==> src/rtl/cache_cfg_pkg.sv <==
// Shared geometry helpers for the reference-pixel cache pipeline stages:
// per-plane cache-line size derivation and tag width derivation.
package cache_cfg_pkg;

  // Plane 0 is luma; every other plane is a subsampled chroma plane.
  function automatic int plane_cl_size(input int plane, input int luma_size, input int sub);
    return (plane == 0) ? luma_size : luma_size - sub;
  endfunction

  function automatic int tag_wdth(input int ref_w, input int x_w, input int y_w,
                                  input int cl_h, input int cl_v,
                                  input int set_x, input int set_y);
    return ref_w + (x_w - cl_h - set_x) + (y_w - cl_v - set_y);
  endfunction

endpackage

==> src/rtl/tag_read_plane_geom.sv <==
// One plane's cache-line start offsets and destination-block ranges,
// plus the running range registers that carry geometry across lines.
module tag_read_plane_geom #(
  parameter int CLH     = 3,
  parameter int CLV     = 3,
  parameter int OUT_CLH = 3,
  parameter int OUT_CLV = 3,
  parameter int DIM_W   = 7
) (
  input  logic             clk,
  input  logic             reset,
  input  logic             accept,
  input  logic             xy_changed,
  input  logic [1:0]       curr_x,
  input  logic [1:0]       curr_y,
  input  logic [1:0]       delta_x,
  input  logic [1:0]       delta_y,
  input  logic [CLH-1:0]   start_x_low,
  input  logic [CLV-1:0]   start_y_low,
  input  logic [DIM_W-1:0] off_x,
  input  logic [DIM_W-1:0] off_y,
  input  logic [DIM_W-1:0] blk_w,
  input  logic [DIM_W-1:0] blk_h,
  output logic [OUT_CLH-1:0] cl_strt_x,
  output logic [OUT_CLV-1:0] cl_strt_y,
  output logic [DIM_W-1:0] dst_strt_x,
  output logic [DIM_W-1:0] dst_end_x,
  output logic [DIM_W-1:0] dst_strt_y,
  output logic [DIM_W-1:0] dst_end_y
);

  localparam logic [DIM_W-1:0] LINE_W = DIM_W'(1 << CLH);
  localparam logic [DIM_W-1:0] LINE_H = DIM_W'(1 << CLV);
  localparam logic [DIM_W-1:0] ONE    = DIM_W'(1);

  logic [DIM_W-1:0] run_strt_x, run_end_x, run_strt_y, run_end_y;
  logic [DIM_W-1:0] first_end_x, first_end_y;
  logic             x_first, y_first, x_final, y_final;

  assign x_first = (curr_x == 2'd0);
  assign y_first = (curr_y == 2'd0);
  assign x_final = (curr_x == delta_x);
  assign y_final = (curr_y == delta_y);

  // First line of a block only covers the samples from the block start to the line end.
  assign first_end_x = (LINE_W - ONE) - DIM_W'(start_x_low) + off_x;
  assign first_end_y = (LINE_H - ONE) - DIM_W'(start_y_low) + off_y;

  always_comb begin
    cl_strt_x  = x_first ? OUT_CLH'(start_x_low) : '0;
    cl_strt_y  = y_first ? OUT_CLV'(start_y_low) : '0;
    dst_strt_x = run_strt_x;
    dst_end_x  = run_end_x;
    dst_strt_y = run_strt_y;
    dst_end_y  = run_end_y;
    if (xy_changed) begin
      dst_strt_x = x_first ? off_x : run_end_x + ONE;
      if (x_final)      dst_end_x = off_x + blk_w;
      else if (x_first) dst_end_x = first_end_x;
      else              dst_end_x = run_end_x + LINE_W;
      // y advances only on the first line of a row; inside a row it is held.
      if (y_first) begin
        dst_strt_y = off_y;
        dst_end_y  = y_final ? off_y + blk_h : first_end_y;
      end else if (x_first) begin
        dst_strt_y = run_end_y + ONE;
        dst_end_y  = y_final ? off_y + blk_h : run_end_y + LINE_H;
      end
    end
  end

  always_ff @(posedge clk or negedge reset) begin
    if (!reset) begin
      run_strt_x <= '0;
      run_end_x  <= '0;
      run_strt_y <= '0;
      run_end_y  <= '0;
    end else if (accept && xy_changed) begin
      run_strt_x <= dst_strt_x;
      run_end_x  <= dst_end_x;
      run_strt_y <= dst_strt_y;
      run_end_y  <= dst_end_y;
    end
  end

endmodule

==> src/rtl/tag_read_stage_mp.sv <==
// Multi-plane tag-read stage: tag/set address and per-plane geometry per line,
// registered output with a one-entry skid. TAG_READ_PERF_CNT_EN adds perf counters.
module tag_read_stage_mp
  import cache_cfg_pkg::*;
#(
  parameter int NUM_PLANES    = 3,
  parameter int X_ADDR_WDTH   = 12,
  parameter int Y_ADDR_WDTH   = 12,
  parameter int CL_H_SIZE     = 3,
  parameter int CL_V_SIZE     = 3,
  parameter int C_SUB_W       = 1,
  parameter int C_SUB_H       = 1,
  parameter int SET_X_WDTH    = 2,
  parameter int SET_Y_WDTH    = 2,
  parameter int REF_ADDR_WDTH = 4,
  parameter int DIM_WDTH      = 7,
  localparam int XL_WDTH  = X_ADDR_WDTH - CL_H_SIZE,
  localparam int YL_WDTH  = Y_ADDR_WDTH - CL_V_SIZE,
  localparam int TAG_WDTH = tag_wdth(REF_ADDR_WDTH, X_ADDR_WDTH, Y_ADDR_WDTH,
                                     CL_H_SIZE, CL_V_SIZE, SET_X_WDTH, SET_Y_WDTH)
) (
  input  logic                              clk,
  input  logic                              reset,
  input  logic                              in_valid,
  output logic                              in_ready,
  input  logic                              in_last,
  input  logic [REF_ADDR_WDTH-1:0]          ref_idx,
  input  logic [XL_WDTH-1:0]                curr_x_addr,
  input  logic [YL_WDTH-1:0]                curr_y_addr,
  input  logic [2*NUM_PLANES-1:0]           pl_curr_x,
  input  logic [2*NUM_PLANES-1:0]           pl_curr_y,
  input  logic [2*NUM_PLANES-1:0]           pl_delta_x,
  input  logic [2*NUM_PLANES-1:0]           pl_delta_y,
  input  logic [NUM_PLANES-1:0]             pl_xy_changed,
  input  logic [X_ADDR_WDTH*NUM_PLANES-1:0] pl_start_x,
  input  logic [Y_ADDR_WDTH*NUM_PLANES-1:0] pl_start_y,
  input  logic [DIM_WDTH*NUM_PLANES-1:0]    pl_off_x,
  input  logic [DIM_WDTH*NUM_PLANES-1:0]    pl_off_y,
  input  logic [DIM_WDTH*NUM_PLANES-1:0]    pl_blk_w,
  input  logic [DIM_WDTH*NUM_PLANES-1:0]    pl_blk_h,
  output logic                              out_valid,
  input  logic                              out_ready,
  output logic                              out_last,
  output logic [REF_ADDR_WDTH-1:0]          ref_idx_d,
  output logic [SET_Y_WDTH+SET_X_WDTH-1:0]  set_addr,
  output logic [TAG_WDTH-1:0]               tag_addr,
  output logic [CL_H_SIZE*NUM_PLANES-1:0]   pl_cl_strt_x,
  output logic [CL_V_SIZE*NUM_PLANES-1:0]   pl_cl_strt_y,
  output logic [DIM_WDTH*NUM_PLANES-1:0]    pl_dst_strt_x,
  output logic [DIM_WDTH*NUM_PLANES-1:0]    pl_dst_strt_y,
  output logic [DIM_WDTH*NUM_PLANES-1:0]    pl_dst_end_x,
  output logic [DIM_WDTH*NUM_PLANES-1:0]    pl_dst_end_y
`ifdef TAG_READ_PERF_CNT_EN
  ,
  output logic [31:0]                       perf_beats,
  output logic [31:0]                       perf_stall
`endif
);

  localparam int PD = DIM_WDTH * NUM_PLANES;

  typedef struct packed {
    logic                             last;
    logic [REF_ADDR_WDTH-1:0]         ref_idx;
    logic [SET_Y_WDTH+SET_X_WDTH-1:0] set_addr;
    logic [TAG_WDTH-1:0]              tag_addr;
    logic [CL_H_SIZE*NUM_PLANES-1:0]  cl_x;
    logic [CL_V_SIZE*NUM_PLANES-1:0]  cl_y;
    logic [PD-1:0]                    ds_x;
    logic [PD-1:0]                    de_x;
    logic [PD-1:0]                    ds_y;
    logic [PD-1:0]                    de_y;
  } beat_t;

  beat_t nxt_beat, out_q, skid_q;
  logic  out_valid_q, skid_valid_q, accept;
  logic [CL_H_SIZE*NUM_PLANES-1:0] nxt_cl_x;
  logic [CL_V_SIZE*NUM_PLANES-1:0] nxt_cl_y;
  logic [PD-1:0] nxt_ds_x, nxt_de_x, nxt_ds_y, nxt_de_y;
  logic unused_start_bits;

  // Only the in-line offset bits of each plane start coordinate matter here.
  assign unused_start_bits = ^{pl_start_x, pl_start_y};

  // Handshake: a beat moves when valid && ready in the same cycle. in_ready is
  // the registered "skid empty" flag, so it never depends on out_ready
  // combinationally; out_* are held stable while out_valid && !out_ready.
  assign in_ready = !skid_valid_q;
  assign accept   = in_valid && in_ready;

  for (genvar p = 0; p < NUM_PLANES; p++) begin : g_plane
    localparam int PCLH = plane_cl_size(p, CL_H_SIZE, C_SUB_W);
    localparam int PCLV = plane_cl_size(p, CL_V_SIZE, C_SUB_H);
    tag_read_plane_geom #(
      .CLH(PCLH), .CLV(PCLV), .OUT_CLH(CL_H_SIZE), .OUT_CLV(CL_V_SIZE), .DIM_W(DIM_WDTH)
    ) u_geom (
      .clk         (clk),
      .reset       (reset),
      .accept      (accept),
      .xy_changed  (pl_xy_changed[p]),
      .curr_x      (pl_curr_x[2*p +: 2]),
      .curr_y      (pl_curr_y[2*p +: 2]),
      .delta_x     (pl_delta_x[2*p +: 2]),
      .delta_y     (pl_delta_y[2*p +: 2]),
      .start_x_low (pl_start_x[p*X_ADDR_WDTH +: PCLH]),
      .start_y_low (pl_start_y[p*Y_ADDR_WDTH +: PCLV]),
      .off_x       (pl_off_x[p*DIM_WDTH +: DIM_WDTH]),
      .off_y       (pl_off_y[p*DIM_WDTH +: DIM_WDTH]),
      .blk_w       (pl_blk_w[p*DIM_WDTH +: DIM_WDTH]),
      .blk_h       (pl_blk_h[p*DIM_WDTH +: DIM_WDTH]),
      .cl_strt_x   (nxt_cl_x[p*CL_H_SIZE +: CL_H_SIZE]),
      .cl_strt_y   (nxt_cl_y[p*CL_V_SIZE +: CL_V_SIZE]),
      .dst_strt_x  (nxt_ds_x[p*DIM_WDTH +: DIM_WDTH]),
      .dst_end_x   (nxt_de_x[p*DIM_WDTH +: DIM_WDTH]),
      .dst_strt_y  (nxt_ds_y[p*DIM_WDTH +: DIM_WDTH]),
      .dst_end_y   (nxt_de_y[p*DIM_WDTH +: DIM_WDTH])
    );
  end

  always_comb begin
    nxt_beat          = '0;
    nxt_beat.last     = in_last;
    nxt_beat.ref_idx  = ref_idx;
    nxt_beat.set_addr = {curr_y_addr[SET_Y_WDTH-1:0], curr_x_addr[SET_X_WDTH-1:0]};
    nxt_beat.tag_addr = {ref_idx, curr_y_addr[YL_WDTH-1:SET_Y_WDTH],
                         curr_x_addr[XL_WDTH-1:SET_X_WDTH]};
    nxt_beat.cl_x     = nxt_cl_x;
    nxt_beat.cl_y     = nxt_cl_y;
    nxt_beat.ds_x     = nxt_ds_x;
    nxt_beat.de_x     = nxt_de_x;
    nxt_beat.ds_y     = nxt_ds_y;
    nxt_beat.de_y     = nxt_de_y;
  end

  // The skid only fills while the output is stalled, so it always drains first.
  always_ff @(posedge clk or negedge reset) begin
    if (!reset) begin
      out_valid_q  <= 1'b0;
      skid_valid_q <= 1'b0;
      out_q        <= '0;
      skid_q       <= '0;
    end else if (!out_valid_q || out_ready) begin
      if (skid_valid_q) begin
        out_q        <= skid_q;
        out_valid_q  <= 1'b1;
        skid_valid_q <= 1'b0;
      end else if (accept) begin
        out_q       <= nxt_beat;
        out_valid_q <= 1'b1;
      end else begin
        out_valid_q <= 1'b0;
      end
    end else if (accept) begin
      skid_q       <= nxt_beat;
      skid_valid_q <= 1'b1;
    end
  end

  assign out_valid     = out_valid_q;
  assign out_last      = out_q.last;
  assign ref_idx_d     = out_q.ref_idx;
  assign set_addr      = out_q.set_addr;
  assign tag_addr      = out_q.tag_addr;
  assign pl_cl_strt_x  = out_q.cl_x;
  assign pl_cl_strt_y  = out_q.cl_y;
  assign pl_dst_strt_x = out_q.ds_x;
  assign pl_dst_end_x  = out_q.de_x;
  assign pl_dst_strt_y = out_q.ds_y;
  assign pl_dst_end_y  = out_q.de_y;

`ifdef TAG_READ_PERF_CNT_EN
  always_ff @(posedge clk or negedge reset) begin
    if (!reset) begin
      perf_beats <= '0;
      perf_stall <= '0;
    end else begin
      if (out_valid_q && out_ready && perf_beats != '1) perf_beats <= perf_beats + 32'd1;
      if (out_valid_q && !out_ready && perf_stall != '1) perf_stall <= perf_stall + 32'd1;
    end
  end
`endif

endmodule

==> config.mk <==
export PLATFORM = sky130hd
export DESIGN_NAME = tag_read_stage_mp
export DESIGN_NICKNAME = d
export VERILOG_FILES = /design/src/rtl/cache_cfg_pkg.sv /design/src/rtl/tag_read_plane_geom.sv /design/src/rtl/tag_read_stage_mp.sv
export SDC_FILE = /design/constraint.sdc
export NUM_CORES = 1
export LEC_CHECK = 0
export ABC_CLOCK_PERIOD_IN_PS = 3600
export CORE_MARGIN = 3
export CORE_UTILIZATION = 50
export CTS_CLUSTER_SIZE = 30
export DETAILED_ROUTE_END_ITERATION = 12
export HOLD_SLACK_MARGIN = 0.03
export PLACE_DENSITY_LB_ADDON = 0.05
export SLEW_MARGIN = 20
export SYNTH_ARGS = -nofsm -noshare
export SYNTH_HDL_FRONTEND = slang
export SYNTH_SLANG_ARGS = --single-unit
==> constraint.sdc <==
create_clock -name clk -period 3.6 [get_ports clk]
set_input_delay 0.36 -clock clk [delete_from_list [all_inputs] [get_ports clk]]
set_output_delay 0.36 -clock clk [all_outputs]
set_load 0.03 [all_outputs]
Word-level counts from Yosys, hierarchy flattened
Index checks and enable logic that the tools add are counted.
Storage, ports and cells
  logic and storage cells: 139
  bits of input ports: 210
  output and inout bits: 131
  register bits after elaboration: 344
Cells by class
  bitwise operators: 1
  equality and inequality tests: 6
  mux-type cells: 51
  reduce and logical (&&, ||, !) cells: 17
  add/sub/neg operators: 30
Operator list (number)
  two-way mux 7 bit: 39
  two-way mux 129 bit: 2
  adder 7 bit: 12
  adder 7 x 1 -> 7 bit, second input constant: 6
  adder 7 x 3 -> 7 bit, second input constant: 4
  adder 7 x 4 -> 7 bit, second input constant: 2
  == test 2 bit: 6
  zero test 2 bit: 6
  subtractor 2 x 2 -> 3 bit, first input constant: 4
  two-way mux 2 bit: 4
  subtractor 3 x 3 -> 4 bit, first input constant: 2
  two-way mux 3 bit: 2
  logical AND 1 bit: 4
  two-way mux 1 bit: 4
  AND reduction 2 bit: 2
  nonzero test 2 bit: 2
  zero test 1 bit: 2
  logical OR 1 bit: 1
  NOT 1 bit: 1

Depth between registers and ports, before layout
  word-level depth: 7
  mapped depth: 9
  depth with buffers taken out: 9

Hierarchy
A second synthesis with hierarchy kept.
Unflattened totals
  cells, all modules: 1886
  area total of the unflattened synthesis: 20586.0 µm²
By module, submodules not included
  tag_read_stage_mp: instances 1, cells each 681, area each 11409.7 µm², sequential area each 6306.0 µm²
  tag_read_plane_geom (g_plane[1].u_geom ...): instances 2, cells each 408, area each 3099.2 µm², sequential area each 700.7 µm²
  tag_read_plane_geom (g_plane[0].u_geom): instances 1, cells each 389, area each 2977.9 µm², sequential area each 700.7 µm²

Worst setup path before layout
No wires, ideal clock.
  path kind: input port to flip-flop
  from: in pl_off_y[0]
  to: reg out_q, in the netlist pl_dst_end_y[4]
  arrival: 2190 ps
  stages on the path: 8
  buffers on the path: 0
  setup slack: 1324 ps
  data required time: 3513 ps
  library setup time: 87 ps
  cell sequence: ha_1 > fa_1 > a211o_1 > a311o_1 > o211ai_1 > a22oi_1 > a21o_1 > a211oi_2
On the way
  longest elaborated chain between the ends: 7
  elaborated cells on any way between the ends: 9
  classes of those cells: 2 x add/sub; 7 x mux
RTL lines
  start, declared: line tag_read_stage_mp.sv:38  | input logic [DIM_WDTH*NUM_PLANES-1:0] pl_off_y,
  adder 7 bit: line tag_read_plane_geom.sv:64, tag_read_plane_geom.sv:67
  two-way mux 7 bit: line tag_read_plane_geom.sv:67  | dst_end_y = y_final ? off_y + blk_h : run_end_y + LINE_H;
  two-way mux 7 bit: line tag_read_plane_geom.sv:65  | end else if (x_first) begin
  two-way mux 7 bit *: line tag_read_plane_geom.sv:62  | if (y_first) begin
  two-way mux 7 bit *: line tag_read_plane_geom.sv:56  | if (xy_changed) begin
  two-way mux 129 bit *: line tag_read_stage_mp.sv:147  | end else if (accept) begin
  two-way mux 129 bit *: line tag_read_stage_mp.sv:143  | if (skid_valid_q) begin
  end signal, assigned: line tag_read_stage_mp.sv:144  | out_q <= skid_q;
  end signal, assigned: line tag_read_stage_mp.sv:148  | out_q <= nxt_beat;
  end, declared: line tag_read_stage_mp.sv:75  | beat_t nxt_beat, out_q, skid_q;
Every way passes the cells marked *; elsewhere a longest branch is shown, timed or not. The select of a mux whose other input is x is not followed.
A chain may end at the register's enable or synchronous reset.

Worst setup path after layout
  from: reg skid_valid_q
  to: out in_ready
On the way
  longest elaborated chain between the ends: 1
RTL lines
  start, declared: line tag_read_stage_mp.sv:76  | logic out_valid_q, skid_valid_q, accept;
  start signal, assigned: line tag_read_stage_mp.sv:139  | skid_valid_q <= 1'b0;
  start signal, assigned: line tag_read_stage_mp.sv:146  | skid_valid_q <= 1'b0;
  start signal, assigned: line tag_read_stage_mp.sv:155  | skid_valid_q <= 1'b1;
  zero test 1 bit: line tag_read_stage_mp.sv:88  | assign in_ready = !skid_valid_q;
  end, declared: line tag_read_stage_mp.sv:25  | output logic in_ready,
No other way between the ends.

==> qor.csv <==
stage;metric;value;unit
routing;initial drt markers;1105;
synthesis;most common cell in the netlist;nand2_1;
clocking;Clock Tree Buf Depth;3;
clocking;clock transition at the registers of the reported paths;0.06;ns
setup_path;critical path type;reg -> out;
global_route;gr ovfl total;0;
routing;DR top layer;met5;
floorplan;IO Pins;341;
placement;placed cell count;2831;
setup_path;crit path launch type;flop;
clocking;H-Tree Level Count;2;
global_route;vias in the first global route;16310;
global_route;pin count of the biggest net entering global routing;102;
floorplan;Die ar.;40310;sq um
routing;detailed-route wire length per cell;19.29;um
setup_path;WP depth;2;
floorplan;Starting Density;51.33;%
sta;Slew headroom;33.72;%
routing;met3 WL post-DR;2750;um
min_path;Hold WC Path Type;in -> reg;
routing;routed via count;16570;
routing;drt first pass iters;5;
clocking;clock latency on the worst-skew pair;0.53;ns
synthesis;post-synthesis cell type count;77;
sta;Hold Fails Final Rpt;0;
finish;fin nets;2651;
floorplan;Chip Height;200.8;um
synthesis;flops & latches, synth;328;
setup_path;slowest CP cell;clkdlybuf4s50_1;
finish;ANT cells;0;
finish;post-route insts no fill;2891;
placement;RD Place Congestion;0.9375;
routing;Vias per Instance;5.730;
synthesis;area leader, netlist;dfrtp_1;
placement;DPL Wire Length;39500;um
sta;Tcrit/Tclk final;77.68;%
sta;min Tclk post-route;2.797;ns
synthesis;Post-synth EDFFs;0;
run;Max-cap violations;0;
routing;antenna viol nets, final;0;
synthesis;Post-synth ARST share;100.0;%
sta;Achievable Freq;357.6;MHz
clocking;total CTS buffers;37;
finish;Filler cells;3258;
floorplan;Die Width;200.8;um
sta;Final Skew;0.01775;ns
min_path;worst hold start;curr_y_addr[1];
power_and_ir_drop;Max VDD drop;0.5605;mV
setup_path;crit end category;output pin;
clocking;root buf cell;clkbuf_16;
setup_path;Reg2Reg Capture Point;pl_dst_strt_y[10];
setup_path;CP required;3.24;ns
synthesis;Synth warnings;0;
setup_path;flop-to-flop setup slack;1.12;ns
routing;drt drc;0;
synthesis;Seq/Total Area, Yosys;43.27;%
sta;post-route setup TNS;0;ns
global_route;gr usage total;27.35;%
floorplan;core area;36960;sq um
setup_path;WP data arrival;2.44;ns
power_and_ir_drop;Leak;10.19;nW
clocking;CTS tree;built;
setup_path;CP max stage delay;0.80;ns
routing;metal1 wirelength;25320;um
power_and_ir_drop;P per Cell Area;603.6;nW/um^2
run_status;status;finished clean;
global_route;initial antenna violation count;1;
min_path;Worst Hold End;skid_q[123];
setup_path;crit-path cells;inv_2 -> clkdlybuf4s50_1;
synthesis;post-synthesis cell count;2157;
setup_path;CP bufs+invs;2;
placement;PortBufs;278;
synthesis;most frequent cells after synthesis;401 x nand2_1, 328 x dfrtp_1, 264 x o21ai_0;
setup_path;worst-path maximum fanout;31;
sta;hold slack final;0.3810;ns
global_route;global-route wire length before repair;90110;um
finish;layout cells sized above 1;5.865;%
sta;RSZ-0062 raised after global routing;no;
finish;area growth from synthesis to layout;23.02;%
floorplan;Rows;70;
synthesis;Post-Synthesis Cell Area;18970;sq um
sta;pin slew with the least headroom to its limit;0.9905;ns
synthesis;top_reg_cell synth;dfrtp_1;
clocking;Sink Count;328;
synthesis;Post-Syn Area per Cell;8.795;sq um
setup_path;R2R depth;5;
routing;Routed WL;55780;um
setup_path;kind of cell adding the most delay to the critical path;buffers and inverters;
routing;met2 routed WL;26410;um
synthesis;Yosys top cell area share;43.27;%
synthesis;top cells by area, synth;dfrtp_1 43%, nand2_1 7.9%, o21ai_0 7.0%;
sta;Final setup viols;0;
min_path;Min-Delay Path Depth;3;
sta;pins over their slew limit;0;
setup_path;r2r startpoint;skid_valid_q;
-- registers in the layout, indices dropped and copies added (netlist names), 4 cells and up --
signal,cells
set_addr,4
skid_q,121
g_plane.u_geom.run_strt_y,21
pl_dst_end_y,21
pl_cl_strt_y,7
tag_addr,14
ref_idx_d,4
pl_cl_strt_x,7
pl_dst_strt_x,21
pl_dst_end_x,21
pl_dst_strt_y,21
g_plane.u_geom.run_strt_x,21
g_plane.u_geom.run_end_y,21
g_plane.u_geom.run_end_x,21
-- per-layer routing --
layer,vias to the layer above,global-route usage (%)
li1,8000,-
met1,8035,38.88
met2,452,45.02
met3,76,3.146
met4,2,6.826
met5,-,0
-- how the worst max path moves through the flow --
stage,startpoint,end
floorplan,pl_off_y[0],pl_dst_end_y[4]
global placement,pl_off_y[0],skid_q[6]
detailed placement,pl_off_y[0],pl_dst_end_y[4]
CTS,skid_valid_q,in_ready
global route,skid_valid_q,in_ready
finish,skid_valid_q,in_ready
-- worst register-to-register path, stage by stage, from the launching register on --
cell     delay [ns]
dfrtp_4        0.65
o21ai_4        0.80
buf_4          0.51
a21oi_1        0.08
o21ai_0        0.20
o21a_1         0.17
-- cell families after synthesis --
logic type / synth area share, %
AO/OA/AOI/OAI: 22.80
AND/OR/NAND/NOR: 15.34
flip-flops: 43.27
buffers and inverters: 4.063
XOR/XNOR: 4.927
multiplexers: 4.228
adder cells (fa/ha/maj): 5.355
other: 0.01977
-- stage by stage --
step	util (%)	power (mW)	instance area, sq um	worst slack [ns]
after floorplan	-	8.407	18980	1.324
after global placement	59.88	10.23	22130	0.6094
after detailed placement	59.88	10.37	22130	0.5892
after CTS	63.14	14.18	23340	0.7887
after global routing	63.14	14.90	23340	0.7305
final	63.14	14.09	23340	0.8035
-- timing repair --
item,CTS,global route
buffers inserted,0,0
hold buffers,1,0
resized for setup,0,0
setup endpoints to repair,0,0
endpoints found under the hold margin,89,0
-- placed cells by master, fill, tap and decap left out, types with 16 or more instances in the layout --
cell,instances
a211oi_1,51
a21o_1,36
a21oi_1,129
a22oi_1,16
and3_1,22
buf_4,26
clkbuf_16,39
clkdlybuf4s50_1,277
dfrtp_1,327
ha_1,62
inv_1,33
mux2_2,24
mux2i_1,52
nand2_1,400
nand3_1,36
nor2_1,148
nor3_1,21
o211ai_1,25
o21a_1,32
o21ai_0,264
o22ai_1,20
xnor2_1,49
xor2_1,54
-- report_power, final --
part | leakage, nW | switching (mW) | internal [mW] | total [mW]
logic | 5.56 | 2.77 | 2.03 | 4.80
clock network | 0.592 | 1.49 | 2.26 | 3.76
registers | 4.04 | 0.809 | 4.72 | 5.53
total | 10.2 | 5.07 | 9.01 | 14.1
-- layout make-up --
type | instances | area, sq um | area share, %
Tap cell | 504 | 630.6 | 2.702
Timing Repair Buffer | 312 | 3133 | 13.42
Clock buffer | 52 | 1105 | 4.734
Clock inverter | 7 | 88.84 | 0.3807
Sequential cell | 328 | 8212 | 35.19
Inverter | 36 | 135.1 | 0.5790
Multi-Input combinational cell | 1652 | 10030 | 42.99
No activity file was read; power rests on OpenSTA's default activity.
